--- config.mk ---
export PLATFORM = sky130hd
export DESIGN_NAME = muldiv_ctrl
export DESIGN_NICKNAME = d
export VERILOG_FILES = /design/src/rtl/muldiv_ctrl_pkg.sv /design/src/rtl/muldiv_ctrl_div_iter.sv /design/src/rtl/muldiv_ctrl.sv
export SDC_FILE = /design/constraint.sdc
export NUM_CORES = 2
export LEC_CHECK = 0
export CAP_MARGIN = 25
export CORE_MARGIN = 5
export CORE_UTILIZATION = 40
export DETAILED_ROUTE_END_ITERATION = 12
export PLACE_DENSITY = 0.66
export SYNTH_ARGS = -nofsm -noshare
export SYNTH_HDL_FRONTEND = slang
export SYNTH_HIERARCHICAL = 1
export SYNTH_SLANG_ARGS = --single-unit
--- constraint.sdc ---
create_clock -name clk -period 10.8 [get_ports clk]
set_input_delay 2.16 -clock clk [delete_from_list [all_inputs] [get_ports clk]]
set_output_delay 2.16 -clock clk [all_outputs]
set_load 0.02 [all_outputs]
--- src/rtl/muldiv_ctrl_pkg.sv ---
// Shared definitions for the HI/LO multiply/divide unit: R-type funct codes,
// HI/LO op encodings, controller states and small helpers.
package muldiv_ctrl_pkg;

  typedef enum logic [5:0] {
    FN_MFHI  = 6'h10,
    FN_MTHI  = 6'h11,
    FN_MFLO  = 6'h12,
    FN_MTLO  = 6'h13,
    FN_MULT  = 6'h18,
    FN_MULTU = 6'h19,
    FN_DIV   = 6'h1A,
    FN_DIVU  = 6'h1B
  } funct_t;

  typedef enum logic [2:0] {
    MD_MULT  = 3'd0,
    MD_MULTU = 3'd1,
    MD_DIV   = 3'd2,
    MD_DIVU  = 3'd3,
    MD_MTHI  = 3'd4,
    MD_MTLO  = 3'd5
  } muldiv_op_t;

  typedef enum logic [1:0] {
    ST_IDLE = 2'd0,
    ST_MUL  = 2'd1,
    ST_DIV  = 2'd2
  } md_state_t;

  localparam int DIV_STEPS = 32;

  // Decode-side mapping; only meaningful when the funct is a HI/LO writer.
  function automatic muldiv_op_t funct_to_mdop(input funct_t f);
    case (f)
      FN_MULTU: return MD_MULTU;
      FN_DIV:   return MD_DIV;
      FN_DIVU:  return MD_DIVU;
      FN_MTHI:  return MD_MTHI;
      FN_MTLO:  return MD_MTLO;
      default:  return MD_MULT;
    endcase
  endfunction

  function automatic logic [31:0] neg_if(input logic s, input logic [31:0] v);
    return s ? (~v + 32'd1) : v;
  endfunction

endpackage

--- src/rtl/muldiv_ctrl_div_iter.sv ---
// 32-step restoring radix-2 divider: magnitude datapath, step counter and
// final sign fixup of quotient/remainder.
module div_iter
  import muldiv_ctrl_pkg::*;
(
  input  logic        clk,
  input  logic        reset,
  input  logic        i_start,
  input  logic        i_signed,
  input  logic [31:0] i_a,
  input  logic [31:0] i_b,
  input  logic        i_step,
  output logic        o_last,
  output logic [31:0] o_quo,
  output logic [31:0] o_rem
);

  logic [31:0] r_rem;
  logic [31:0] r_quo;
  logic [31:0] r_div;
  logic [4:0]  r_cnt;
  logic        r_q_neg;
  logic        r_r_neg;

  logic [32:0] w_shift;
  logic [31:0] w_diff;
  logic        w_ge;
  logic [31:0] w_rem_next;
  logic [31:0] w_quo_next;

  // Partial remainder and quotient share one shift; the difference always fits
  // in 32 bits when it is taken, so the top bit only feeds the compare.
  assign w_shift    = {r_rem, r_quo[31]};
  assign w_ge       = (w_shift >= {1'b0, r_div});
  assign w_diff     = w_shift[31:0] - r_div;
  assign w_rem_next = w_ge ? w_diff : w_shift[31:0];
  assign w_quo_next = {r_quo[30:0], w_ge};

  always_ff @(posedge clk) begin
    if (reset) begin
      r_rem   <= '0;
      r_quo   <= '0;
      r_div   <= '0;
      r_cnt   <= '0;
      r_q_neg <= 1'b0;
      r_r_neg <= 1'b0;
    end else if (i_start) begin
      r_rem   <= '0;
      r_quo   <= neg_if(i_signed & i_a[31], i_a);
      r_div   <= neg_if(i_signed & i_b[31], i_b);
      r_cnt   <= '0;
      r_q_neg <= i_signed & (i_a[31] ^ i_b[31]);
      r_r_neg <= i_signed & i_a[31];
    end else if (i_step) begin
      r_rem <= w_rem_next;
      r_quo <= w_quo_next;
      r_cnt <= r_cnt + 5'd1;
    end
  end

  assign o_last = (r_cnt == 5'(DIV_STEPS - 1));
  assign o_quo  = neg_if(r_q_neg, w_quo_next);
  assign o_rem  = neg_if(r_r_neg, w_rem_next);

endmodule

--- src/rtl/muldiv_ctrl.sv ---
// HI/LO owner and sequencer: pipelined multiply, iterative divide, MTHI/MTLO,
// busy/done reporting and flush cancellation.
module muldiv_ctrl
  import muldiv_ctrl_pkg::*;
#(
  parameter int MUL_LAT = 3
) (
  input  logic        clk,
  input  logic        reset,
  input  logic        req_valid,
  input  muldiv_op_t  req_op,
  input  logic [31:0] req_a,
  input  logic [31:0] req_b,
  output logic        req_ready,
  input  logic        flush,
  output logic        busy,
  output logic        done,
  output logic [31:0] hi_rdata,
  output logic [31:0] lo_rdata
);

  localparam logic [2:0] MUL_LAST = 3'(MUL_LAT - 1);

  md_state_t   r_state;
  md_state_t   w_state_next;
  logic [2:0]  r_mul_cnt;
  logic [31:0] r_hi;
  logic [31:0] r_lo;
  logic [31:0] r_mul_a;
  logic [31:0] r_mul_b;
  logic        r_mul_signed;
  logic        r_done;

  logic        w_accept;
  logic        w_is_mul;
  logic        w_is_div;
  logic        w_mul_wr;
  logic        w_div_wr;
  logic        w_div_last;
  logic [31:0] w_div_quo;
  logic [31:0] w_div_rem;
  logic [63:0] w_mul_a_ext;
  logic [63:0] w_mul_b_ext;
  logic [63:0] w_prod;
  logic [63:0] w_mul_result;

  assign w_accept = req_valid & (r_state == ST_IDLE) & ~flush;
  assign w_is_mul = (req_op == MD_MULT) | (req_op == MD_MULTU);
  assign w_is_div = (req_op == MD_DIV) | (req_op == MD_DIVU);

  always_comb begin
    w_state_next = r_state;
    w_mul_wr     = 1'b0;
    w_div_wr     = 1'b0;
    case (r_state)
      ST_IDLE: begin
        if (w_accept && w_is_mul)      w_state_next = ST_MUL;
        else if (w_accept && w_is_div) w_state_next = ST_DIV;
      end
      ST_MUL: begin
        if (r_mul_cnt == MUL_LAST) begin
          w_state_next = ST_IDLE;
          w_mul_wr     = 1'b1;
        end
      end
      ST_DIV: begin
        if (w_div_last) begin
          w_state_next = ST_IDLE;
          w_div_wr     = 1'b1;
        end
      end
      default: w_state_next = ST_IDLE;
    endcase
    // A squash on the final edge must also suppress the HI/LO write.
    if (flush) begin
      w_state_next = ST_IDLE;
      w_mul_wr     = 1'b0;
      w_div_wr     = 1'b0;
    end
  end

  always_ff @(posedge clk) begin
    if (reset) r_state <= ST_IDLE;
    else       r_state <= w_state_next;
  end

  always_ff @(posedge clk) begin
    if (reset)
      r_mul_cnt <= '0;
    else if (r_state == ST_MUL && w_state_next == ST_MUL)
      r_mul_cnt <= r_mul_cnt + 3'd1;
    else
      r_mul_cnt <= '0;
  end

  always_ff @(posedge clk) begin
    if (reset) begin
      r_mul_a      <= '0;
      r_mul_b      <= '0;
      r_mul_signed <= 1'b0;
    end else if (w_accept && w_is_mul) begin
      r_mul_a      <= req_a;
      r_mul_b      <= req_b;
      r_mul_signed <= (req_op == MD_MULT);
    end
  end

  // Low 64 bits of a product of sign/zero-extended operands is the exact result.
  assign w_mul_a_ext = {{32{r_mul_signed & r_mul_a[31]}}, r_mul_a};
  assign w_mul_b_ext = {{32{r_mul_signed & r_mul_b[31]}}, r_mul_b};
  assign w_prod      = w_mul_a_ext * w_mul_b_ext;

  generate
    if (MUL_LAT == 1) begin : g_no_pipe
      assign w_mul_result = w_prod;
    end else begin : g_pipe
      logic [63:0] r_pipe [MUL_LAT-1];
      always_ff @(posedge clk) begin
        r_pipe[0] <= w_prod;
        for (int i = 1; i < MUL_LAT - 1; i++) begin
          r_pipe[i] <= r_pipe[i-1];
        end
      end
      assign w_mul_result = r_pipe[MUL_LAT-2];
    end
  endgenerate

  div_iter u_div_iter (
    .clk      (clk),
    .reset    (reset),
    .i_start  (w_accept & w_is_div),
    .i_signed (req_op == MD_DIV),
    .i_a      (req_a),
    .i_b      (req_b),
    .i_step   ((r_state == ST_DIV) & ~flush),
    .o_last   (w_div_last),
    .o_quo    (w_div_quo),
    .o_rem    (w_div_rem)
  );

  always_ff @(posedge clk) begin
    if (reset) begin
      r_hi <= '0;
      r_lo <= '0;
    end else if (w_mul_wr) begin
      r_hi <= w_mul_result[63:32];
      r_lo <= w_mul_result[31:0];
    end else if (w_div_wr) begin
      r_hi <= w_div_rem;
      r_lo <= w_div_quo;
    end else if (w_accept && req_op == MD_MTHI) begin
      r_hi <= req_a;
    end else if (w_accept && req_op == MD_MTLO) begin
      r_lo <= req_a;
    end
  end

  always_ff @(posedge clk) begin
    if (reset) r_done <= 1'b0;
    else       r_done <= w_mul_wr | w_div_wr;
  end

  assign req_ready = (r_state == ST_IDLE);
  assign busy      = (r_state != ST_IDLE);
  assign done      = r_done;
  assign hi_rdata  = r_hi;
  assign lo_rdata  = r_lo;

endmodule
# Word level (Yosys, flattened, before mapping)
# Memory sizes are Yosys's and may differ from the RTL's.
# Index checks and enable logic that the tools add are counted.
dict set report word_totals {
  ff_bits 238
  inputBits 71
  out_inout_bits 67
  wordCells 94
  mem_bits_rw 128
  n_memories 1
}
dict set report op_classes {
  n_eq_ne 11
  order_cmp 1
  multipliers 1
  reduce_logical 14
  n_bitwise 19
  n_mux 26
  addsub 7
}
# name depth word_bits read_ports rd_ports_with_merged_regs write_ports line_no
set mem_list {}
lappend mem_list {g_pipe.r_pipe 2 64 2 0 2 muldiv_ctrl.sv:117} ;# logic [63:0] r_pipe [MUL_LAT-1];
# cell count
set ops {}
lappend ops {{32-bit two-way mux} 14}
lappend ops {{32-bit by 1-bit adder with 32-bit output, second input constant} 4}
lappend ops {{32-bit NOT} 4}
lappend ops {{33-bit by 33-bit multiplier with 64-bit output} 1}
lappend ops {{33-bit by 32-bit greater-or-equal comparator with 1-bit output} 1}
lappend ops {{32-bit subtractor} 1}
lappend ops {{2-bit two-way mux} 5}
lappend ops {{1-bit bitwise AND} 9}
lappend ops {{3-bit by 2-bit == test with 1-bit output, second input constant} 3}
lappend ops {{3-bit == test, second input constant} 2}
lappend ops {{1-bit two-way mux} 6}
lappend ops {{2-bit case mux with 3 select lines} 1}
lappend ops {{3-bit nonzero test} 2}
lappend ops {{5-bit by 1-bit adder with 5-bit output, second input constant} 1}
lappend ops {{5-bit == test, second input constant} 1}
lappend ops {{1-bit logical AND} 5}
lappend ops {{2-bit by 1-bit == test with 1-bit output, second input constant} 2}
lappend ops {{2-bit nonzero test} 2}
lappend ops {{2-bit OR reduction} 2}
lappend ops {{3-bit by 1-bit adder with 3-bit output, second input constant} 1}
lappend ops {{3-bit by 1-bit == test with 1-bit output, second input constant} 1}
lappend ops {{3-bit zero test} 1}
lappend ops {{3-bit inequality test, second input constant} 1}
lappend ops {{1-bit bitwise OR} 3}
lappend ops {{other kinds (5)} 6}

# Longest topological paths before layout
dict set report logic_depth {
  word_depth 12
  depth_mapped 29
  depth_no_buf 27
}

# Hierarchy
# The synthesis kept the hierarchy.
# module area_each_um2 cells_each n_inst
set by_module_without_submodules {}
lappend by_module_without_submodules {muldiv_ctrl 46268.1 5076 1}
lappend by_module_without_submodules {div_iter 9206.3 1212 1}

# Least setup slack after synthesis
# Ideal clock, no wire load.
dict set report synth_timing {
  kind {flip-flop to flip-flop}
  start {register r_mul_a[31]}
  end {memory g_pipe.r_pipe[0][62]}
  setup_ps 88
  required_ps 10712
  path_slack_ps 2980
  arrival_time_ps 7732
  path_stages_with_launch 26
  cell_sequence {dfxtp_1 -> and2_1 -> clkbuf_1 -> nand2_1 -> inv_1 -> fa_1 -> fa_1 -> fa_1 -> inv_1 -> fa_1 -> inv_1 -> fa_1 -> fa_1 -> inv_1 -> fa_1 -> fa_1 -> inv_1 -> ha_1 -> a21o_1 -> a21o_1 -> a21oi_1 -> nor2b_1 -> o21ai_0 -> nand3_1 -> and4_1 -> a311oi_2}
}
# element line_no
set synth_lines {}
lappend synth_lines {{start: declaration} muldiv_ctrl.sv:29} ;# logic [31:0] r_mul_a;
lappend synth_lines {{start signal: assignment} muldiv_ctrl.sv:102} ;# r_mul_a <= req_a;
lappend synth_lines {{end: declaration} muldiv_ctrl.sv:117}

==> flow_summary_export.csv <==
group,metric,value,unit
worst_setup_path,timing.rr.start,"r_mul_signed",
clock_network,cts.sinks,366,
yosys,syn-num-nets,7737,
sta,tightest_slew,1160,ps
sta,finClkSkew,47.3,ps
power,leakagePower,27.4,nW
global_routing,antenna_found_initial,5,
sta,finalHoldViolCount,0,
yosys,ys_warn_count,6,
worst_setup_path,crit_buf_inv,6,
floorplan,core_area,138000,µm²
yosys,syn_area,55500,µm²
job,cap_violations,0,
final_layout,design_area,59700,µm²
yosys,synth_area_leaders,"fa_1 (41%), dfxtp_1 (13%), inv_1 (7.7%)",
worst_setup_path,arrival,9720,ps
detailed_routing,dr.first_iter.drc_count,3940,
yosys,synth_top_cell_by_area,"fa_1",
global_routing,grt_usage,0.236,
placement,hpwl,129,mm
placement,place_inst,7933,
placement,port_buffers,137,
floorplan,dieArea,146000,µm²
sta,rsz0062_at_grt,"no",
worst_setup_path,crit_slowest_cell,"fa_1",
yosys,synth_common_cells,"inv_1 (1145), fa_1 (1126), nand2_1 (939)",
floorplan,die_h,382,µm
power,power_density,61.5,nW/µm²
power,peakVddDrop,0.123,mV
global_routing,grt_pass1_vias,45399,
sta,slew_headroom,0.222,
sta,finalSetupViolCount,0,
floorplan,rows,136,
final_layout,final_cell_count_no_fill,8012,
detailed_routing,vias,43541,
yosys,synthFlopType,"dfxtp_1",
yosys,synth.distinct_cells,97,
global_routing,grt_pass1_wl,270,mm
sta,fin_crit,9210,ps
final_layout,fin_util,0.434,
clock_network,postCtsSetupRepairBufs,0,
detailed_routing,wirelength,173,mm
worst_setup_path,crit_type,"register to register",
worst_setup_path,worstSetupStartpointType,"register",
final_layout,drive_gt1_frac,0.0359,
global_routing,grt_overflow,0,
yosys,ys_async_sr_fraction,0,
clock_network,insertion_delay,600,ps
worst_setup_path,cp.required,11310,ps
final_layout,nFillCells,13350,
floorplan,ios,138,
worst_setup_path,crit_fanout,22,
final_layout,nNetsFinal,7629,
final_layout,multi_input_area,42400,µm²
min_path,min_from,"g_pipe.r_pipe[0][0]",
final_layout,area_growth,7.58,%
floorplan,start_util,0.403,
worst_setup_path,endpoint_kind,"register",
worst_setup_path,crit_path_frequent_cell,"fa_1",
sta,tns,0,ps
clock_network,path_clk_slew,70,ps
floorplan,die_w,382,µm
sta,max_clock_freq,0.109,GHz
clock_network,ctsHoldBuffers,0,
placement,gp_congestion,0.956,
worst_setup_path,slowest_delay,1100,ps
placement,dpl_cell_area,58300,µm²
detailed_routing,vias_per_cell,5.43,
clock_network,ctsResizeCount,0,
yosys,synth_edf_count,0,
clock_network,cts_root_buf,"clkbuf_16",
clock_network,htreeDepth,2,
yosys,synth_sequential_area_ratio,0.132,
status,status,"finished clean",
yosys,synth_top_area_frac,0.406,
sta,drv_slew,0,
yosys,ys_ff_latch,366,
yosys,syn_inst,6288,
sta,timing.hold.ws,307,ps
clock_network,clock_path_buffers,3,
yosys,avgSynthCellArea,8.82,µm²
worst_setup_path,crit_start,"r_mul_signed",
worst_setup_path,crit_family,"adder cells",
detailed_routing,drc,0,
clock_network,tritoncts,"yes",
clock_network,cts_made_buffers,38,
detailed_routing,wl_per_cell,21.6,µm
sta,post-route-period-util,0.853,
detailed_routing,ant_nets,0,
final_layout,ff_latch_area,7330,µm²
detailed_routing,firstDrtPassIters,5,
min_path,hold_class,"register to register",
global_routing,grt_max_degree,84,
yosys,synth_most_common_cell,"inv_1",
layer usage:
layer | vias up | global-route usage | share of wire
met4 | 0 | 0.105 | 0.053
met3 | 399 | 0.0395 | 0.085
met5 | - | 0 | 0
met1 | 22077 | 0.321 | 0.41
li1 | 19077 | - | -
met2 | 1988 | 0.374 | 0.45
state kept, by name, summed over array words and instances, names as in the netlist:
name and flops:
r_mul_cnt 3, u_div_iter/r_r_neg 1, u_div_iter/r_cnt 5, u_div_iter/r_quo 32, u_div_iter/r_q_neg 1, r_state 2, hi_rdata 32, lo_rdata 32
r_mul_a 32, r_mul_b 32, u_div_iter/r_div 32, u_div_iter/r_rem 32, done 1, g_pipe.r_pipe 128, r_mul_signed 1
worst register-to-register path, cell delays in order, from the launching register on:
cell	delay (ps)
dfxtp_1	310
buf_4	250
and2_1	620
nand2_1	200
inv_1	160
fa_1	490
fa_1	560
fa_1	620
inv_1	280
fa_1	1110
inv_1	340
fa_1	530
fa_1	550
inv_1	60
fa_1	450
fa_1	490
inv_1	40
ha_1	360
a21o_1	210
a21o_1	170
a21oi_1	180
nor2b_1	60
o21ai_0	430
nand3_1	210
and4_1	250
a311oi_2	220
kinds of logic after synthesis:
kind of cell | share of synthesized area
compound gates | 0.0959
buf+inv | 0.104
flops | 0.132
fa+ha+maj | 0.463
xor+xnor | 0.0311
mux | 0.00417
simple gates | 0.170
power breakdown:
part / leakage, nW / internal (mW) / total, mW / switching [mW]
sequential: 2.96 / 1.38 / 1.41 / 0.0298
combinational: 23.8 / 0.276 / 0.847 / 0.571
clock: 0.635 / 0.779 / 1.41 / 0.635
through the flow:
stage | setup slack, ps | power, mW
2_1_floorplan | 2980 | 1.98
3_3_place_gp | 1740 | 2.25
3_5_place_dp | 1640 | 2.26
4_1_cts | 1610 | 3.67
5_1_grt | 1160 | 3.80
6_report | 1590 | 3.67
cell usage in the layout, fill, tap and decap left out, types with 99 or more instances in the layout:
cell type and n:
nor3_1 99, a21oi_1 249, dfxtp_1 360, xnor2_1 120, clkdlybuf4s50_1 136, inv_1 1145, a211oi_1 189, nor2_1 324
and2_1 358, fa_1 1126, nand2_1 939, o21ai_0 102, ha_1 252
worst paths after layout:
check	end	slack, ps	depth (start not counted)
hold reg to reg	g_pipe.r_pipe[0][64]	310	0
hold / removal	g_pipe.r_pipe[0][64]	310	0
setup reg to reg	g_pipe.r_pipe[0][62]	1590	25
setup / recovery	g_pipe.r_pipe[0][62]	1590	25
cell type report:
class / instances / area share
clock inverters: 23 / 0.00524
multi-input cells: 4406 / 0.711
inverters: 1146 / 0.0721
repair buffers: 222 / 0.0342
diodes: 8 / 0.000335
clock buffers: 47 / 0.0168
flip-flops and latches: 366 / 0.123
well taps: 1794 / 0.0376
Note: power is estimated with default switching activity, not from simulation.
